**src/rtl/csr_ctrl_pkg.sv**
```systemverilog
// Shared types for the CSR commit controller: op codes, exception encoding, FSM states.
package csr_ctrl_pkg;

    localparam int unsigned XLEN      = 32;
    localparam int unsigned CSR_NUM_W = 14;
    localparam int unsigned ECODE_W   = 6;
    localparam int unsigned ESUB_W    = 9;

    typedef enum logic [2:0] {
        OP_NONE    = 3'd0,
        OP_CSRRD   = 3'd1,
        OP_CSRWR   = 3'd2,
        OP_CSRXCHG = 3'd3,
        OP_ERTN    = 3'd4,
        OP_SYSCALL = 3'd5,
        OP_BREAK   = 3'd6
    } req_op_e;

    typedef enum logic [1:0] {
        S_IDLE = 2'd0,
        S_EXEC = 2'd1,
        S_RESP = 2'd2
    } state_e;

    typedef struct packed {
        logic [ECODE_W-1:0] ecode;
        logic [ESUB_W-1:0]  esubcode;
    } exception_t;

    localparam logic [ECODE_W-1:0] ECODE_INT = 6'h00;
    localparam logic [ECODE_W-1:0] ECODE_ADE = 6'h08;
    localparam logic [ECODE_W-1:0] ECODE_ALE = 6'h09;
    localparam logic [ECODE_W-1:0] ECODE_SYS = 6'h0B;
    localparam logic [ECODE_W-1:0] ECODE_BRK = 6'h0C;
    localparam logic [ECODE_W-1:0] ECODE_INE = 6'h0D;

    localparam logic [ESUB_W-1:0] ESUB_NONE = 9'd0;
    localparam logic [ESUB_W-1:0] ESUB_ADEF = 9'd0;
    localparam logic [ESUB_W-1:0] ESUB_ADEM = 9'd1;

    function automatic exception_t mk_exc(input logic [ECODE_W-1:0] ecode,
                                          input logic [ESUB_W-1:0]  esubcode);
        exception_t e;
        e.ecode    = ecode;
        e.esubcode = esubcode;
        return e;
    endfunction

endpackage

```
**src/rtl/csr_ctrl_if.sv**
```systemverilog
// Pipeline request/response handshake plus CSR file access port of the CSR controller.
interface csr_ctrl_if;
    import csr_ctrl_pkg::*;

    logic                  req_valid;
    logic                  req_ready;
    req_op_e               req_op;
    logic [XLEN-1:0]       req_pc;
    logic [CSR_NUM_W-1:0]  req_csr_num;
    logic [XLEN-1:0]       req_rd_val;
    logic [XLEN-1:0]       req_rj_val;
    logic [XLEN-1:0]       req_badv;
    logic                  req_exc_adef;
    logic                  req_exc_ine;
    logic                  req_exc_ale;
    logic                  req_exc_adem;

    logic                  resp_valid;
    logic                  resp_ready;
    logic [XLEN-1:0]       resp_rd_val;
    logic                  resp_redirect;
    logic [XLEN-1:0]       resp_target;

    logic [CSR_NUM_W-1:0]  csr_addr;
    logic [XLEN-1:0]       csr_we;
    logic [XLEN-1:0]       csr_wdata;
    logic [XLEN-1:0]       csr_rdata;
    logic                  csr_have_exception;
    logic                  csr_ertn;
    exception_t            csr_exception_type;
    logic [XLEN-1:0]       csr_pc_in;
    logic                  csr_badv_we;
    logic [XLEN-1:0]       csr_badv_data;
    logic [XLEN-1:0]       csr_pc_out;
    logic                  csr_interrupt;

    modport master (
        output req_valid, req_op, req_pc, req_csr_num, req_rd_val, req_rj_val, req_badv,
               req_exc_adef, req_exc_ine, req_exc_ale, req_exc_adem, resp_ready,
               csr_rdata, csr_pc_out, csr_interrupt,
        input  req_ready, resp_valid, resp_rd_val, resp_redirect, resp_target,
               csr_addr, csr_we, csr_wdata, csr_have_exception, csr_ertn,
               csr_exception_type, csr_pc_in, csr_badv_we, csr_badv_data
    );

    modport slave (
        input  req_valid, req_op, req_pc, req_csr_num, req_rd_val, req_rj_val, req_badv,
               req_exc_adef, req_exc_ine, req_exc_ale, req_exc_adem, resp_ready,
               csr_rdata, csr_pc_out, csr_interrupt,
        output req_ready, resp_valid, resp_rd_val, resp_redirect, resp_target,
               csr_addr, csr_we, csr_wdata, csr_have_exception, csr_ertn,
               csr_exception_type, csr_pc_in, csr_badv_we, csr_badv_data
    );
endinterface

```
**src/rtl/csr_ctrl_exc_prio.sv**
```systemverilog
// Fixed-priority encoder from raw exception sources to a single exception code.
module csr_ctrl_exc_prio
    import csr_ctrl_pkg::*;
(
    input  logic       interrupt,
    input  logic       adef,
    input  logic       ine,
    input  logic       syscall,
    input  logic       brk,
    input  logic       ale,
    input  logic       adem,
    output logic       valid,
    output exception_t exc
);

    always_comb begin
        valid = 1'b1;
        exc   = mk_exc(ECODE_INT, ESUB_NONE);
        if (interrupt)    exc = mk_exc(ECODE_INT, ESUB_NONE);
        else if (adef)    exc = mk_exc(ECODE_ADE, ESUB_ADEF);
        else if (ine)     exc = mk_exc(ECODE_INE, ESUB_NONE);
        else if (syscall) exc = mk_exc(ECODE_SYS, ESUB_NONE);
        else if (brk)     exc = mk_exc(ECODE_BRK, ESUB_NONE);
        else if (ale)     exc = mk_exc(ECODE_ALE, ESUB_NONE);
        else if (adem)    exc = mk_exc(ECODE_ADE, ESUB_ADEM);
        else              valid = 1'b0;
    end

endmodule

```
**src/rtl/csr_ctrl.sv**
```systemverilog
// Commit-stage CSR controller: accepts one instruction, performs its CSR access or
// exception/ERTN handoff in a single EXEC cycle, then returns the result and redirect.
module csr_ctrl
    import csr_ctrl_pkg::*;
(
    input  logic clk,
    input  logic reset,
    csr_ctrl_if.slave bus
);

    state_e               state;
    logic                 ready_q;
    req_op_e              op_q;
    logic [CSR_NUM_W-1:0] addr_q;
    logic [XLEN-1:0]      we_q;
    logic [XLEN-1:0]      wdata_q;
    logic                 have_exc_q;
    logic                 ertn_q;
    exception_t           exc_type_q;
    logic [XLEN-1:0]      pc_in_q;
    logic                 badv_we_q;
    logic [XLEN-1:0]      badv_data_q;
    logic                 resp_valid_q;
    logic [XLEN-1:0]      resp_rd_val_q;
    logic                 resp_redirect_q;
    logic [XLEN-1:0]      resp_target_q;

    logic       exc_valid;
    exception_t exc;
    logic       accept;
    logic       adef_hit;
    logic       badv_hit;

    // Interrupt is sampled together with the request, so later changes cannot affect it.
    csr_ctrl_exc_prio u_exc_prio (
        .interrupt (bus.csr_interrupt),
        .adef      (bus.req_exc_adef),
        .ine       (bus.req_exc_ine),
        .syscall   (bus.req_op == OP_SYSCALL),
        .brk       (bus.req_op == OP_BREAK),
        .ale       (bus.req_exc_ale),
        .adem      (bus.req_exc_adem),
        .valid     (exc_valid),
        .exc       (exc)
    );

    assign accept   = (state == S_IDLE) && ready_q && bus.req_valid;
    assign adef_hit = exc_valid && (exc.ecode == ECODE_ADE) && (exc.esubcode == ESUB_ADEF);
    assign badv_hit = exc_valid && ((exc.ecode == ECODE_ALE) || (exc.ecode == ECODE_ADE));

    always_ff @(posedge clk) begin
        if (reset) begin
            state           <= S_IDLE;
            ready_q         <= 1'b0;
            op_q            <= OP_NONE;
            addr_q          <= '0;
            we_q            <= '0;
            wdata_q         <= '0;
            have_exc_q      <= 1'b0;
            ertn_q          <= 1'b0;
            exc_type_q      <= '0;
            pc_in_q         <= '0;
            badv_we_q       <= 1'b0;
            badv_data_q     <= '0;
            resp_valid_q    <= 1'b0;
            resp_rd_val_q   <= '0;
            resp_redirect_q <= 1'b0;
            resp_target_q   <= '0;
        end else begin
            case (state)
                S_IDLE: begin
                    ready_q <= 1'b1;
                    if (accept) begin
                        state       <= S_EXEC;
                        ready_q     <= 1'b0;
                        op_q        <= bus.req_op;
                        addr_q      <= bus.req_csr_num;
                        wdata_q     <= bus.req_rd_val;
                        pc_in_q     <= bus.req_pc;
                        have_exc_q  <= exc_valid || (bus.req_op == OP_ERTN);
                        ertn_q      <= !exc_valid && (bus.req_op == OP_ERTN);
                        exc_type_q  <= exc_valid ? exc : '0;
                        badv_we_q   <= badv_hit;
                        badv_data_q <= !badv_hit ? '0 : (adef_hit ? bus.req_pc : bus.req_badv);
                        if (!exc_valid && bus.req_op == OP_CSRWR)        we_q <= '1;
                        else if (!exc_valid && bus.req_op == OP_CSRXCHG) we_q <= bus.req_rj_val;
                        else                                             we_q <= '0;
                    end
                end
                S_EXEC: begin
                    state        <= S_RESP;
                    we_q         <= '0;
                    have_exc_q   <= 1'b0;
                    ertn_q       <= 1'b0;
                    exc_type_q   <= '0;
                    badv_we_q    <= 1'b0;
                    resp_valid_q <= 1'b1;
                    // Exceptions and ERTN both redirect to the vector the CSR file presents.
                    if (have_exc_q) begin
                        resp_rd_val_q   <= '0;
                        resp_redirect_q <= 1'b1;
                        resp_target_q   <= bus.csr_pc_out;
                    end else begin
                        case (op_q)
                            OP_CSRRD: begin
                                resp_rd_val_q   <= bus.csr_rdata;
                                resp_redirect_q <= 1'b0;
                                resp_target_q   <= '0;
                            end
                            OP_CSRWR, OP_CSRXCHG: begin
                                resp_rd_val_q   <= bus.csr_rdata;
                                resp_redirect_q <= 1'b1;
                                resp_target_q   <= pc_in_q + XLEN'(4);
                            end
                            default: begin
                                resp_rd_val_q   <= '0;
                                resp_redirect_q <= 1'b0;
                                resp_target_q   <= '0;
                            end
                        endcase
                    end
                end
                S_RESP: begin
                    if (bus.resp_ready) begin
                        state        <= S_IDLE;
                        resp_valid_q <= 1'b0;
                        ready_q      <= 1'b1;
                    end
                end
                default: begin
                    state   <= S_IDLE;
                    ready_q <= 1'b0;
                end
            endcase
        end
    end

    // Reset masks the strobes immediately so an aborted EXEC leaves the CSR file untouched.
    assign bus.req_ready          = ready_q & ~reset;
    assign bus.csr_we             = we_q & {XLEN{~reset}};
    assign bus.csr_have_exception = have_exc_q & ~reset;
    assign bus.csr_ertn           = ertn_q & ~reset;
    assign bus.csr_badv_we        = badv_we_q & ~reset;
    assign bus.csr_addr           = addr_q;
    assign bus.csr_wdata          = wdata_q;
    assign bus.csr_exception_type = exc_type_q;
    assign bus.csr_pc_in          = pc_in_q;
    assign bus.csr_badv_data      = badv_data_q;
    assign bus.resp_valid         = resp_valid_q;
    assign bus.resp_rd_val        = resp_rd_val_q;
    assign bus.resp_redirect      = resp_redirect_q;
    assign bus.resp_target        = resp_target_q;

endmodule

```
**src/flat_wrapper.sv**
```systemverilog
// flat-port wrapper written by rule: the top's interface ports become plain ports
module csr_ctrl_flat import csr_ctrl_pkg::*;
  (clk, reset, bus_req_valid, bus_req_op, bus_req_pc, bus_req_csr_num, bus_req_rd_val, bus_req_rj_val, bus_req_badv, bus_req_exc_adef, bus_req_exc_ine, bus_req_exc_ale, bus_req_exc_adem, bus_resp_ready, bus_csr_rdata, bus_csr_pc_out, bus_csr_interrupt, bus_req_ready, bus_resp_valid, bus_resp_rd_val, bus_resp_redirect, bus_resp_target, bus_csr_addr, bus_csr_we, bus_csr_wdata, bus_csr_have_exception, bus_csr_ertn, bus_csr_exception_type, bus_csr_pc_in, bus_csr_badv_we, bus_csr_badv_data);
  csr_ctrl_if bus_i ();
  input  logic clk;
  input  logic reset;
  input wire logic [$bits(bus_i.req_valid)-1:0] bus_req_valid;
  input wire logic [$bits(bus_i.req_op)-1:0] bus_req_op;
  input wire logic [$bits(bus_i.req_pc)-1:0] bus_req_pc;
  input wire logic [$bits(bus_i.req_csr_num)-1:0] bus_req_csr_num;
  input wire logic [$bits(bus_i.req_rd_val)-1:0] bus_req_rd_val;
  input wire logic [$bits(bus_i.req_rj_val)-1:0] bus_req_rj_val;
  input wire logic [$bits(bus_i.req_badv)-1:0] bus_req_badv;
  input wire logic [$bits(bus_i.req_exc_adef)-1:0] bus_req_exc_adef;
  input wire logic [$bits(bus_i.req_exc_ine)-1:0] bus_req_exc_ine;
  input wire logic [$bits(bus_i.req_exc_ale)-1:0] bus_req_exc_ale;
  input wire logic [$bits(bus_i.req_exc_adem)-1:0] bus_req_exc_adem;
  input wire logic [$bits(bus_i.resp_ready)-1:0] bus_resp_ready;
  input wire logic [$bits(bus_i.csr_rdata)-1:0] bus_csr_rdata;
  input wire logic [$bits(bus_i.csr_pc_out)-1:0] bus_csr_pc_out;
  input wire logic [$bits(bus_i.csr_interrupt)-1:0] bus_csr_interrupt;
  output wire logic [$bits(bus_i.req_ready)-1:0] bus_req_ready;
  output wire logic [$bits(bus_i.resp_valid)-1:0] bus_resp_valid;
  output wire logic [$bits(bus_i.resp_rd_val)-1:0] bus_resp_rd_val;
  output wire logic [$bits(bus_i.resp_redirect)-1:0] bus_resp_redirect;
  output wire logic [$bits(bus_i.resp_target)-1:0] bus_resp_target;
  output wire logic [$bits(bus_i.csr_addr)-1:0] bus_csr_addr;
  output wire logic [$bits(bus_i.csr_we)-1:0] bus_csr_we;
  output wire logic [$bits(bus_i.csr_wdata)-1:0] bus_csr_wdata;
  output wire logic [$bits(bus_i.csr_have_exception)-1:0] bus_csr_have_exception;
  output wire logic [$bits(bus_i.csr_ertn)-1:0] bus_csr_ertn;
  output wire logic [$bits(bus_i.csr_exception_type)-1:0] bus_csr_exception_type;
  output wire logic [$bits(bus_i.csr_pc_in)-1:0] bus_csr_pc_in;
  output wire logic [$bits(bus_i.csr_badv_we)-1:0] bus_csr_badv_we;
  output wire logic [$bits(bus_i.csr_badv_data)-1:0] bus_csr_badv_data;
  assign bus_i.req_valid = bus_req_valid;
  assign bus_i.req_op = bus_req_op;
  assign bus_i.req_pc = bus_req_pc;
  assign bus_i.req_csr_num = bus_req_csr_num;
  assign bus_i.req_rd_val = bus_req_rd_val;
  assign bus_i.req_rj_val = bus_req_rj_val;
  assign bus_i.req_badv = bus_req_badv;
  assign bus_i.req_exc_adef = bus_req_exc_adef;
  assign bus_i.req_exc_ine = bus_req_exc_ine;
  assign bus_i.req_exc_ale = bus_req_exc_ale;
  assign bus_i.req_exc_adem = bus_req_exc_adem;
  assign bus_i.resp_ready = bus_resp_ready;
  assign bus_i.csr_rdata = bus_csr_rdata;
  assign bus_i.csr_pc_out = bus_csr_pc_out;
  assign bus_i.csr_interrupt = bus_csr_interrupt;
  assign bus_req_ready = bus_i.req_ready;
  assign bus_resp_valid = bus_i.resp_valid;
  assign bus_resp_rd_val = bus_i.resp_rd_val;
  assign bus_resp_redirect = bus_i.resp_redirect;
  assign bus_resp_target = bus_i.resp_target;
  assign bus_csr_addr = bus_i.csr_addr;
  assign bus_csr_we = bus_i.csr_we;
  assign bus_csr_wdata = bus_i.csr_wdata;
  assign bus_csr_have_exception = bus_i.csr_have_exception;
  assign bus_csr_ertn = bus_i.csr_ertn;
  assign bus_csr_exception_type = bus_i.csr_exception_type;
  assign bus_csr_pc_in = bus_i.csr_pc_in;
  assign bus_csr_badv_we = bus_i.csr_badv_we;
  assign bus_csr_badv_data = bus_i.csr_badv_data;
  csr_ctrl u_core (.clk(clk), .reset(reset), .bus(bus_i));
endmodule
```
**config.mk**
```make
export PLATFORM = sky130hd
export DESIGN_NAME = csr_ctrl_flat
export DESIGN_NICKNAME = d
export VERILOG_FILES = /design/src/rtl/csr_ctrl_pkg.sv /design/src/rtl/csr_ctrl_if.sv /design/src/rtl/csr_ctrl_exc_prio.sv /design/src/rtl/csr_ctrl.sv /design/src/flat_wrapper.sv
export SDC_FILE = /design/constraint.sdc
export NUM_CORES = 1
export LEC_CHECK = 0
export ABC_AREA = 1
export ABC_CLOCK_PERIOD_IN_PS = 4250
export CORE_AREA = 3 3 170 172
export CTS_BUF_LIST = sky130_fd_sc_hd__clkbuf_16
export CTS_CLUSTER_SIZE = 20
export DETAILED_ROUTE_END_ITERATION = 8
export DIE_AREA = 0 0 173 175
export PLACE_DENSITY = 0.73
export SYNTH_ARGS = -nofsm -noshare
export SYNTH_HDL_FRONTEND = slang
export SYNTH_SLANG_ARGS = --single-unit
```
**constraint.sdc**
```tcl
create_clock -name clk -period 4.25 [get_ports clk]
set_input_delay 0.6375 -clock clk [delete_from_list [all_inputs] [get_ports clk]]
set_output_delay 0.6375 -clock clk [all_outputs]
set_load 0.05 [all_outputs]
```
# Word-level counts from Yosys, hierarchy flattened
# Index checks and enable logic that the tools add are counted.
[totals] regBits=232 output_inout_bits=227 wordCells=104
[classes] addsub=1 n_eq_ne=14 muxes=43 bitwise=7 n_reduce_logical=22
[ops] op="$mux W32" count=9
[ops] op="$mux W15" count=8
[ops] op="$pmux W32 S2" count=1
[ops] op="$add A32 B3 Y32 const B" count=1
[ops] op="$and A32 B32 Y32" count=1
[ops] op="$pmux W15 S2" count=1
[ops] op="$mux W1" count=15
[ops] op="$mux W13" count=1
[ops] op="$eq A3 B2 Y1 const B" count=4
[ops] op="$eq A6 B4 Y1 const B" count=2
[ops] op="$reduce_and A2 Y1" count=5
[ops] op="$eq A3 B3 Y1 const B" count=3
[ops] op="$logic_not A9 Y1" count=1
[ops] op="$logic_and A1 B1 Y1" count=8
[ops] op="$pmux W1 S2" count=4
[ops] op="$pmux W2 S3" count=1
[ops] op="$and A1 B1 Y1" count=4
[ops] op="$mux W2" count=2
[ops] op="$reduce_bool A2 Y1" count=2
[ops] op="$eq A3 B1 Y1 const B" count=1
[ops] op="$pmux W1 S3" count=1
[ops] op="$reduce_or A3 Y1" count=1
[ops] op="$eq A2 B1 Y1 const B" count=1
[ops] op="$eq A2 B2 Y1 const B" count=1
[ops] op="other kinds (7)" count=9

# Longest topological paths before layout
# Gate-level depths: netlist of the first run.
[logic_depth] ltp_word=13 ltp_mapped=12 ltp_nobuf=11

# By module
# From an unflattened synthesis of the first run, not the netlist that was laid out.
[unflattened] hier_cells=1449 area_unflattened_um2=10232.3
[by_module_without_submodules] module="csr_ctrl" n_inst=1 cells_per_inst=1418 area_each_um2=10062.2
[by_module_without_submodules] module="csr_ctrl_exc_prio" n_inst=1 cells_per_inst=31 area_each_um2=170.2

# Least setup slack after synthesis of the first run
# Ideal clock, no wire load.
[synth_timing] kind="input-to-output" start="input port reset" end="output port bus_csr_badv_we" arrival_ns=1.843 required_ns=3.612 setup_slack_ns=1.769 cell_stages=4 cell_sequence="clkbuf_1 > clkbuf_1 > buf_1 > nor2_1"
[synth_between] elab_chain_len=2
[synth_lines] element="start, declared" line_no="flat_wrapper.sv:6" text="input logic reset;"
[synth_lines] element="$not A1 Y1" line_no="csr_ctrl.sv:143" text="assign bus.csr_badv_we = badv_we_q & ~reset;"
[synth_lines] element="$and A1 B1 Y1" line_no="csr_ctrl.sv:143"
[synth_lines] element="end, declared" line_no="flat_wrapper.sv:34" text="output wire logic [$bits(bus_i.csr_badv_we)-1:0] bus_csr_badv_we;"
# No other way between the ends.

# Worst setup path in the final report of the first run
[layout_timing] start="register u_core.have_exc_q" end="output port bus_csr_have_exception"
[layout_between] elab_chain_len=1
[layout_lines] element="start, declared" line_no="csr_ctrl.sv:17" text="logic have_exc_q;"
[layout_lines] element="start signal, assigned" line_no="csr_ctrl.sv:80" text="have_exc_q <= exc_valid || (bus.req_op == OP_ERTN);"
[layout_lines] element="$and A1 B1 Y1" line_no="csr_ctrl.sv:141" text="assign bus.csr_have_exception = have_exc_q & ~reset;"
[layout_lines] element="end, declared" line_no="flat_wrapper.sv:30" text="output wire logic [$bits(bus_i.csr_have_exception)-1:0] bus_csr_have_exception;"
# No other way between the ends.

==> metrics, run 1 <==
cells after synthesis=1429; CP startpoint kind=flop; Worst Hold End=u_core.bus.csr_badv_data[18]; Core Box Area=27630 sq um; cts hold-fix bufs=0; post-cts repair resize count=0; routability cong.=0.9472; Seq cells post-synth=222; Initial DRC Count=826; grt ovf=0; most frequent cells in the layout=clkdlybuf4s50_1, dfxtp_1, nand2_1; Synth top area share=0.4458; most used cell, CP=buf_4; fmax=0.3078 GHz; Yosys warning count=0; max incr delay on CP=0.92 ns; vias in the first global route=10642; min cycle time layout=3.249 ns; H-tree depth=1; post-route setup TNS=0 ns; layout cells sized above 1=0.04002; Max Cap Violations=0; post-synth cell types=31; worst vdd ir=0.0002513 V; CTS Buffer Depth=3; Multi-input gate area=4544 sq um; DRT Wirelength=38430 microns; Register Area=4444 sq um; vias per cell=5.007; # DRC=0; ANT cells=0; crit path cell chain=buf_4, inv_1, buf_4, nor2_1, clkdlybuf4s50_1; DP HPWL=27510 microns; Mean Syn Cell Area=6.977 sq um; clock sinks=222; relative slew slack=0.3067; antenna violations before repair=0; clk root buf=clkbuf_16; final setup vio count=0; Worst EP required=3.61 ns; global-route wire length before repair=59790 microns; port bufs=434; CTS tree=yes; hold wc startpoint=u_core.bus.csr_badv_data[18]; Worst Path Arrival=2.61 ns; worst-skew pair later-pin latency=0.52 ns; DIE WIDTH=173 microns; R2R Setup Slk=1.86 ns; clock slew at reported path FFs=0.06 ns; dominant cell type by area after synthesis=dfxtp_1; synth-to-layout area growth=53.59%; PD cells=372.1 nW/um^2; Max Slew Vio Count=0; NumNets Final=2024; final worst path period share=0.7644; status=finished, final reports clean; Die H=175 microns; die area=30280 sq um; Setup CP Type=flop to primary output; Netlist Area Pre-Place=9970 sq um; register area share after synthesis=0.4458; CP Capture Type=primary output; Worst Tran Pin Value=1.039 ns; final hold vios=0; fill count=2650; # Post-CTS Setup Buffers=0; depth of the most critical reg-to-reg path=7; Hold WC Path Type=flop to flop; DR pass1 iterations=5; Final ANT Viol Nets=0; row cnt=61; Starting Density=0.3608; Worst path slowest cell=clkdlybuf4s50_1; worst r2r src=u_core.ready_q; Num CTS Buffers=26; GRT Util Overall=0.2404; Hold Crit Depth=2; Worst Skew=0.01140 ns; most common cell after layout, fill and taps aside=clkdlybuf4s50_1; RSZ-0062 raised after global routing=false; Synth area leaders=dfxtp_1, a21oi_1, nand3_1, o21ai_0, nand2_1; DR vias=11025; Leak=6.128 nW; FF-to-FF End=u_core.bus.csr_badv_data[12]; IO Count=445; WL per Instance=17.45 microns; critical path peak fanout=39; largest net degree at the start of global routing=111; Layout Utilization=0.5542
[critical path: cells and delay by family (launching register included)]
family | cells | cell delay [ns]
flip-flops | 1 | 0.30
buffers and inverters | 4 | 1.61
AND/OR/NAND/NOR | 1 | 0.14
[cells in the mapped netlist]
| master | count |
|---|---|
| dfxtp_1 | 222 |
| nand2_1 | 197 |
| nor2_1 | 184 |
| a21oi_1 | 171 |
| nand3_1 | 162 |
| o21ai_0 | 156 |
| inv_1 | 145 |
| clkbuf_1 | 76 |
| a22o_1 | 32 |
| buf_2 | 21 |
| nand4_1 | 11 |
| buf_4 | 10 |
| nor3_1 | 9 |
| a31oi_1 | 4 |
| buf_1 | 4 |
| inv_2 | 3 |
| o211ai_1 | 3 |
| or2_2 | 3 |
| nand3_2 | 2 |
| nor3_2 | 2 |
| o31ai_1 | 2 |
| and3_1 | 1 |
| clkinv_1 | 1 |
| conb_1 | 1 |
| ha_1 | 1 |
| nand2_2 | 1 |
| nor2_4 | 1 |
| nor3_4 | 1 |
| o21bai_4 | 1 |
| o221ai_1 | 1 |
| xor2_1 | 1 |
[metrics by stage]
stage                     hold WS [ns]  setup slack [ns]  power [mW]  cell area, sq um  std cells
final                           0.4637             1.001       5.698             15310       2202
after global routing            0.4795            0.8886       5.929             15310       2202
after CTS                       0.4654            0.9682       5.756             15310       2202
after detailed placement        0.4578             1.097       3.576             14500       2155
after global placement          0.4505             1.157       3.569             14500       2155
after floorplan                 0.4297             1.769       3.028             10000       1438
[cell type report]
class,count,share of cell area
repair buffers,450,0.2920
flip-flops and latches,222,0.2902
multi-input cells,956,0.2968
clock inverters,20,0.009234
well taps,378,0.03089
clock buffers,27,0.04412
inverters,149,0.03669
[metal layers]
metal,wire [microns],GRT usage
met1,15410,0.2918
met2,18590,0.4123
met3,3242,0.07214
met4,1190,0.07128
met5,0,0
[flip-flops by register name, indices dropped and copies added, names as in the netlist, 2 cells and up]
signal,count
u_core.bus.csr_exception_type,5
u_core.bus.csr_wdata,32
u_core.bus.resp_target,32
u_core.bus.resp_rd_val,32
u_core.bus.csr_addr,14
u_core.bus.csr_badv_data,32
u_core.we_q,32
u_core.bus.csr_pc_in,32
u_core.op_q,3
u_core.state,2
[worst max-delay path by stage]
stage | depth (start not counted) | slack, ns | endpoint | startpoint
floorplan | 4 | 1.77 | bus_csr_badv_we | reset
global placement | 8 | 1.16 | u_core.bus.csr_badv_data[0] | bus_req_valid
detailed placement | 8 | 1.10 | u_core.bus.csr_badv_data[12] | bus_req_valid
CTS | 5 | 0.97 | bus_csr_have_exception | u_core.have_exc_q
global route | 5 | 0.89 | bus_csr_have_exception | u_core.have_exc_q
finish | 5 | 1.00 | bus_csr_have_exception | u_core.have_exc_q
[cell families after synthesis]
group	count (synthesis)	synth area share
other	1	0.0003761
XOR/XNOR	1	0.0008787
AND/OR/NAND/NOR	574	0.2461
buffers and inverters	260	0.1043
AO/OA/AOI/OAI	370	0.2013
adder cells (fa/ha/maj)	1	0.001255
flip-flops	222	0.4458
[power breakdown]
part	internal (mW)	leakage, nW	switching, mW
sequential	2.19	1.81	0.0930
combinational	0.457	3.90	0.791
clock	1.26	0.420	0.899
No activity file was read; power rests on OpenSTA's default activity.
==> inputs of run 2 (changes only) <==
--- a/config.mk
+++ b/config.mk
@@ -6,13 +6,13 @@
 export NUM_CORES = 1
 export LEC_CHECK = 0
 export ABC_AREA = 1
-export ABC_CLOCK_PERIOD_IN_PS = 4250
-export CORE_AREA = 3 3 170 172
+export ABC_CLOCK_PERIOD_IN_PS = 3100
+export CORE_AREA = 3 3 173 175
 export CTS_BUF_LIST = sky130_fd_sc_hd__clkbuf_16
 export CTS_CLUSTER_SIZE = 20
 export DETAILED_ROUTE_END_ITERATION = 8
-export DIE_AREA = 0 0 173 175
-export PLACE_DENSITY = 0.73
+export DIE_AREA = 0 0 176 178
+export PLACE_DENSITY = 0.71
 export SYNTH_ARGS = -nofsm -noshare
 export SYNTH_HDL_FRONTEND = slang
 export SYNTH_SLANG_ARGS = --single-unit
==> constraint.sdc (replaced) <==
create_clock -name clk -period 3.1 [get_ports clk]
set_input_delay 0.465 -clock clk [delete_from_list [all_inputs] [get_ports clk]]
set_output_delay 0.465 -clock clk [all_outputs]
set_load 0.05 [all_outputs]
==> run 2 against run 1 <==
Utilization shrank 1.8 points. Setup slack worse by 0.36 ns. Non-clock buffer count is 3 higher. Clock-buffer cell count shrank 2.
==> metrics, run 2 (synthesized netlist as in run 1, its figures left out) <==
final hold vios=0 (unchanged); H-tree depth=1 (unchanged); depth of the most critical reg-to-reg path=9 (+2); final setup vio count=0 (unchanged); vias per cell=5.056 (+0.98%); post-route setup TNS=0 ns (unchanged); status=finished, final reports clean; Final WS setup=0.6403 ns (-0.3611 ns); GRT Util Overall=0.2319 (-0.008463); global-route wire length before repair=58950 microns (-1.4%); ANT cells=0 (unchanged); design area=15340 sq um (+0.16%); # DRC=0 (unchanged); antenna violations before repair=0 (unchanged); # Post-CTS Setup Buffers=0 (unchanged); RSZ-0062 raised after global routing=false; max incr delay on CP=0.91 ns (about the same); critical path launch point=u_core.bus.csr_pc_in[16]; grt ovf=0 (unchanged); clock slew at reported path FFs=0.06 ns (about the same); port bufs=434 (unchanged); most frequent cells in the layout=clkdlybuf4s50_1, dfxtp_1, nand2_1; CP Capture Type=primary output; Worst path slowest cell=clkdlybuf4s50_1; Worst Path Arrival=1.99 ns (-0.62 ns); routability cong.=0.9185 (-3.0%); Layout Utilization=0.5358 (-0.01845); critical path peak fanout=7 (-82%); fmax=0.4066 GHz; Worst Skew=0.01434 ns (+0.002942 ns); clock sinks=222 (unchanged); CP startpoint kind=flop; Max Slew Vio Count=0 (unchanged); DR pass1 iterations=6 (+1); synth-to-layout area growth=53.83%; crit-path leading delay family=buffers and inverters; IO Count=445 (unchanged); cts hold-fix bufs=0 (unchanged); worst-skew pair later-pin latency=0.53 ns (about the same); Max Cap Violations=0 (unchanged); largest net degree at the start of global routing=119 (+7.2%); Critical Path Stages=1 (-4); vias in the first global route=10692 (+0.47%); pre-CTS setup slack=0.6042 ns (-0.4925 ns); Hold WC Path Type=input pin to flop; FF-to-FF End=u_core.bus.resp_target[6]; Num CTS Buffers=25 (-3.8%); worst vdd ir=0.0003088 V (+23%); CTS tree=yes; Leak=6.129 nW (about the same); WL per Instance=17.49 microns (+0.20%); most common cell after layout, fill and taps aside=clkdlybuf4s50_1; die area=31330 sq um (+3.5%); post-cts repair resize count=0 (unchanged); NumNets Final=2026 (+0.099%); Worst Tran Pin Value=0.8651 ns (-0.1737 ns); crit path cell chain=clkdlybuf4s50_1; R2R Setup Slk=1.05 ns (-0.81 ns); DRT Wirelength=38630 microns (+0.52%); Core Box Area=28630 sq um (+3.6%); Setup CP Type=flop to primary output; final worst path period share=0.7934; Setup crit end=bus_csr_pc_in[16]; Power Total=7.713 mW (+35%); relative slew slack=0.4232 (+0.1166); PD cells=502.9 nW/um^2 (+35%); Die H=178 microns (+1.7%); DP HPWL=27710 microns (+0.71%); worst r2r src=u_core.op_q[1]; Initial DRC Count=695 (-16%); DR vias=11168 (+1.3%); Worst EP required=2.63 ns (-0.98 ns); clk root buf=clkbuf_16; layout cells sized above 1=0.04219 (+0.002170); Starting Density=0.3483 (-0.01255); Final ANT Viol Nets=0 (unchanged); DIE WIDTH=176 microns (+1.7%); CP bufs+invs=1 (-3); row cnt=62 (+1.6%); min cycle time layout=2.460 ns; CTS Buffer Depth=3 (unchanged); Post-DP Area=14560 sq um (+0.45%)
run 2: tightest hold or removal path, delay by kind of cell:
kind,cells,cell delay (ns)
buf+inv,2,0.33
simple gates,1,0.12
run 2: worst min path at each step:
| stage | slack, ns | end | from | cells after the start |
|---|---|---|---|---|
| after detailed placement | 0.46 | u_core.bus.csr_badv_data[26] | u_core.bus.csr_badv_data[26] | 2 |
| after floorplan | 0.43 | u_core.op_q[0] | u_core.op_q[0] | 2 |
| after global routing | 0.47 | u_core.state[1] | reset | 3 |
| after CTS | 0.43 | u_core.state[1] | reset | 3 |
| after global placement | 0.45 | u_core.bus.csr_badv_data[13] | u_core.bus.csr_badv_data[13] | 2 |
| final | 0.43 | u_core.state[1] | reset | 3 |
run 2: report_power, final:
group,internal [mW],switching (mW)
Combinational,0.632,1.09
Clock,1.63,1.22
Sequential,3.01,0.127
run 2: cell type report:
type                    count  area (sq um)
clock inverters            20         150.1
clock buffers              25         625.6
multi-input cells         956          4544
well taps                 384         480.5
flip-flops and latches    222          4444
inverters                 149         561.8
repair buffers            453          4529
fillers                  2660         13290
run 2: metrics by stage:
stage | cells | hold slack, ns
final | 2209 | 0.4303
after global routing | 2209 | 0.4696
after CTS | 2209 | 0.4306
after detailed placement | 2164 | 0.4560
after global placement | 2164 | 0.4513
after floorplan | 1438 | 0.4297
run 2: per-layer routing:
| metal | GRT usage | wire length [microns] | vias up |
|---|---|---|---|
| li1 | - | - | 5447 |
| met1 | 0.2855 | 15520 | 5183 |
| met2 | 0.3935 | 18590 | 461 |
| met3 | 0.06684 | 3360 | 77 |
| met4 | 0.07159 | 1162 | 0 |
| met5 | 0 | 0 | - |
==> inputs of run 3 (changes only) <==
--- a/config.mk
+++ b/config.mk
@@ -6,13 +6,13 @@
 export NUM_CORES = 1
 export LEC_CHECK = 0
 export ABC_AREA = 1
-export ABC_CLOCK_PERIOD_IN_PS = 3100
-export CORE_AREA = 3 3 173 175
+export ABC_CLOCK_PERIOD_IN_PS = 2000
+export CORE_AREA = 3 3 171 173
 export CTS_BUF_LIST = sky130_fd_sc_hd__clkbuf_16
 export CTS_CLUSTER_SIZE = 20
 export DETAILED_ROUTE_END_ITERATION = 8
-export DIE_AREA = 0 0 176 178
-export PLACE_DENSITY = 0.71
+export DIE_AREA = 0 0 174 176
+export PLACE_DENSITY = 0.75
 export SYNTH_ARGS = -nofsm -noshare
 export SYNTH_HDL_FRONTEND = slang
 export SYNTH_SLANG_ARGS = --single-unit
==> constraint.sdc (replaced) <==
create_clock -name clk -period 2 [get_ports clk]
set_input_delay 0.3 -clock clk [delete_from_list [all_inputs] [get_ports clk]]
set_output_delay 0.3 -clock clk [all_outputs]
set_load 0.05 [all_outputs]
==> run 3 against run 2 <==
Largest cell class is now non-clock buffers. Sequential cell count is the same. Clock-buffer cell count is 2 higher. Critical path depth did not move. Highest routed layer unchanged. Final cell count rose by 0.95%. Sequential share of layout area shrank 0.64 points. Design area rose by 2.3%.
==> metrics, run 3 (synthesized netlist as in run 1, its figures left out) <==
global-route wire length before repair=60350 microns (+2.4%); ANT cells=0 (unchanged); DIE WIDTH=174 microns (-1.1%); routability cong.=0.9274 (+0.97%); Hold WC Path Type=input pin to flop; worst vdd ir=0.0005407 V (+75%); status=finished, final reports clean; # DRC=0 (unchanged); CTS Buffer Depth=3 (unchanged); DRT Wirelength=39630 microns (+2.6%); # Post-CTS Setup Buffers=0 (unchanged); max incr delay on CP=0.81 ns (-0.10 ns); relative slew slack=0.6208 (+0.1976); WL per Instance=17.77 microns (+1.6%); pre-CTS setup slack=-0.1406 ns (-0.7448 ns); critical path launch point=u_core.bus.resp_rd_val[25]; Starting Density=0.3589 (+0.01057); GRT Util Overall=0.2423 (+0.01039); crit-path leading delay family=buffers and inverters; hold wc startpoint=reset; Layout Utilization=0.5645 (+0.02878); Initial DRC Count=888 (+28%); Worst path slowest cell=clkdlybuf4s50_1; Max Slew Vio Count=0 (unchanged); DP HPWL=28600 microns (+3.2%); largest net degree at the start of global routing=97 (-18%); clock sinks=222 (unchanged); CP bufs+invs=1 (unchanged); crit path cell chain=clkdlybuf4s50_1; post-route setup TNS=0 ns (unchanged); Worst Path Arrival=1.67 ns (-0.32 ns); clock slew at reported path FFs=0.06 ns (about the same); Final WS setup=0.03308 ns (-0.6072 ns); Die H=176 microns (-1.1%); port bufs=434 (unchanged); Worst Tran Pin Value=0.5678 ns (-0.2973 ns); PD cells=785.8 nW/um^2 (+56%); row cnt=61 (-1.6%); IO Count=445 (unchanged); RSZ-0062 raised after global routing=false; cts hold-fix bufs=0 (unchanged); antenna violations before repair=0 (unchanged); most common cell after layout, fill and taps aside=clkdlybuf4s50_1; layout cells sized above 1=0.08801 (+0.04582); DR pass1 iterations=6 (unchanged); CTS tree=yes; most frequent cells in the layout=clkdlybuf4s50_1, dfxtp_1, nand2_1; Register Area=4444 sq um (unchanged); grt ovf=0 (unchanged); min cycle time layout=1.967 ns; CP startpoint kind=flop; NumNets Final=2051 (+1.2%); Final ANT Viol Nets=0 (unchanged); Num CTS Buffers=26 (+4.0%); Multi-input gate area=4547 sq um (about the same); Max Cap Violations=0 (unchanged); Setup CP Type=flop to primary output; DR vias=11219 (+0.46%); clk root buf=clkbuf_16; CP Capture Type=primary output; vias per cell=5.031 (-0.49%); fmax=0.5084 GHz; Worst EP required=1.70 ns (-0.93 ns); fill count=2630 (-1.1%); worst r2r src=u_core.bus.csr_pc_in[3]; Worst Skew=0.01378 ns (-0.0005600 ns); critical path peak fanout=2 (-5); H-tree depth=1 (unchanged); Leak=7.805 nW (+27%); final setup vio count=0 (unchanged); worst-skew pair later-pin latency=0.53 ns (about the same); synth-to-layout area growth=57.32%; die area=30620 sq um (-2.2%); final hold vios=0 (unchanged); Core Box Area=27780 sq um (-2.9%); final worst path period share=0.9835; vias in the first global route=10544 (-1.4%)
## run 3: final timing paths
path	endpoint	slack, ns	depth (start not counted)
max	bus_resp_rd_val[25]	0.03	1
min	u_core.state[1]	0.24	2
max reg2reg	u_core.bus.resp_target[18]	0.22	8
min reg2reg	u_core.bus.csr_badv_data[18]	0.46	2
## run 3: metrics by stage
step / power (mW) / cells / hold WS (ns) / area (sq um)
3_3_place_gp: 7.682 / 2182 / 0.4544 / 14780
2_1_floorplan: 6.434 / 1438 / 0.4297 / 10000
5_1_grt: 12.81 / 2230 / 0.2322 / 15680
4_1_cts: 12.43 / 2230 / 0.2344 / 15540
6_report: 12.32 / 2230 / 0.2450 / 15680
3_5_place_dp: 7.695 / 2182 / 0.4550 / 14780
## run 3: area by class of cell
class	instances	area share
clock buffers	27	0.04308
clock inverters	21	0.01141
inverters	149	0.03582
multi-input cells	956	0.2899
flip-flops and latches	222	0.2834
well taps	378	0.03016
repair buffers	477	0.3063
## run 3: repair_timing
item                                    CTS  global route
resized for setup                        77            59
endpoints found under the setup margin   77            60
gates cloned                              0             0
## run 3: where the power goes
group	total, mW	internal [mW]	leakage (nW)	switching [mW]
combinational	2.71	0.977	5.56	1.73
sequential	4.84	4.66	1.81	0.177
clock	4.78	2.83	0.438	1.94
total	12.3	8.47	7.81	3.85
## run 3: layer usage
metal,share of wire,routed length (microns),vias to the layer above,global-route usage
met5,0,0,-,0
met3,0.080,3190,74,0.06000
met4,0.034,1343,0,0.07172
met2,0.48,19020,478,0.4113
met1,0.41,16080,5177,0.3058
li1,-,-,5490,-
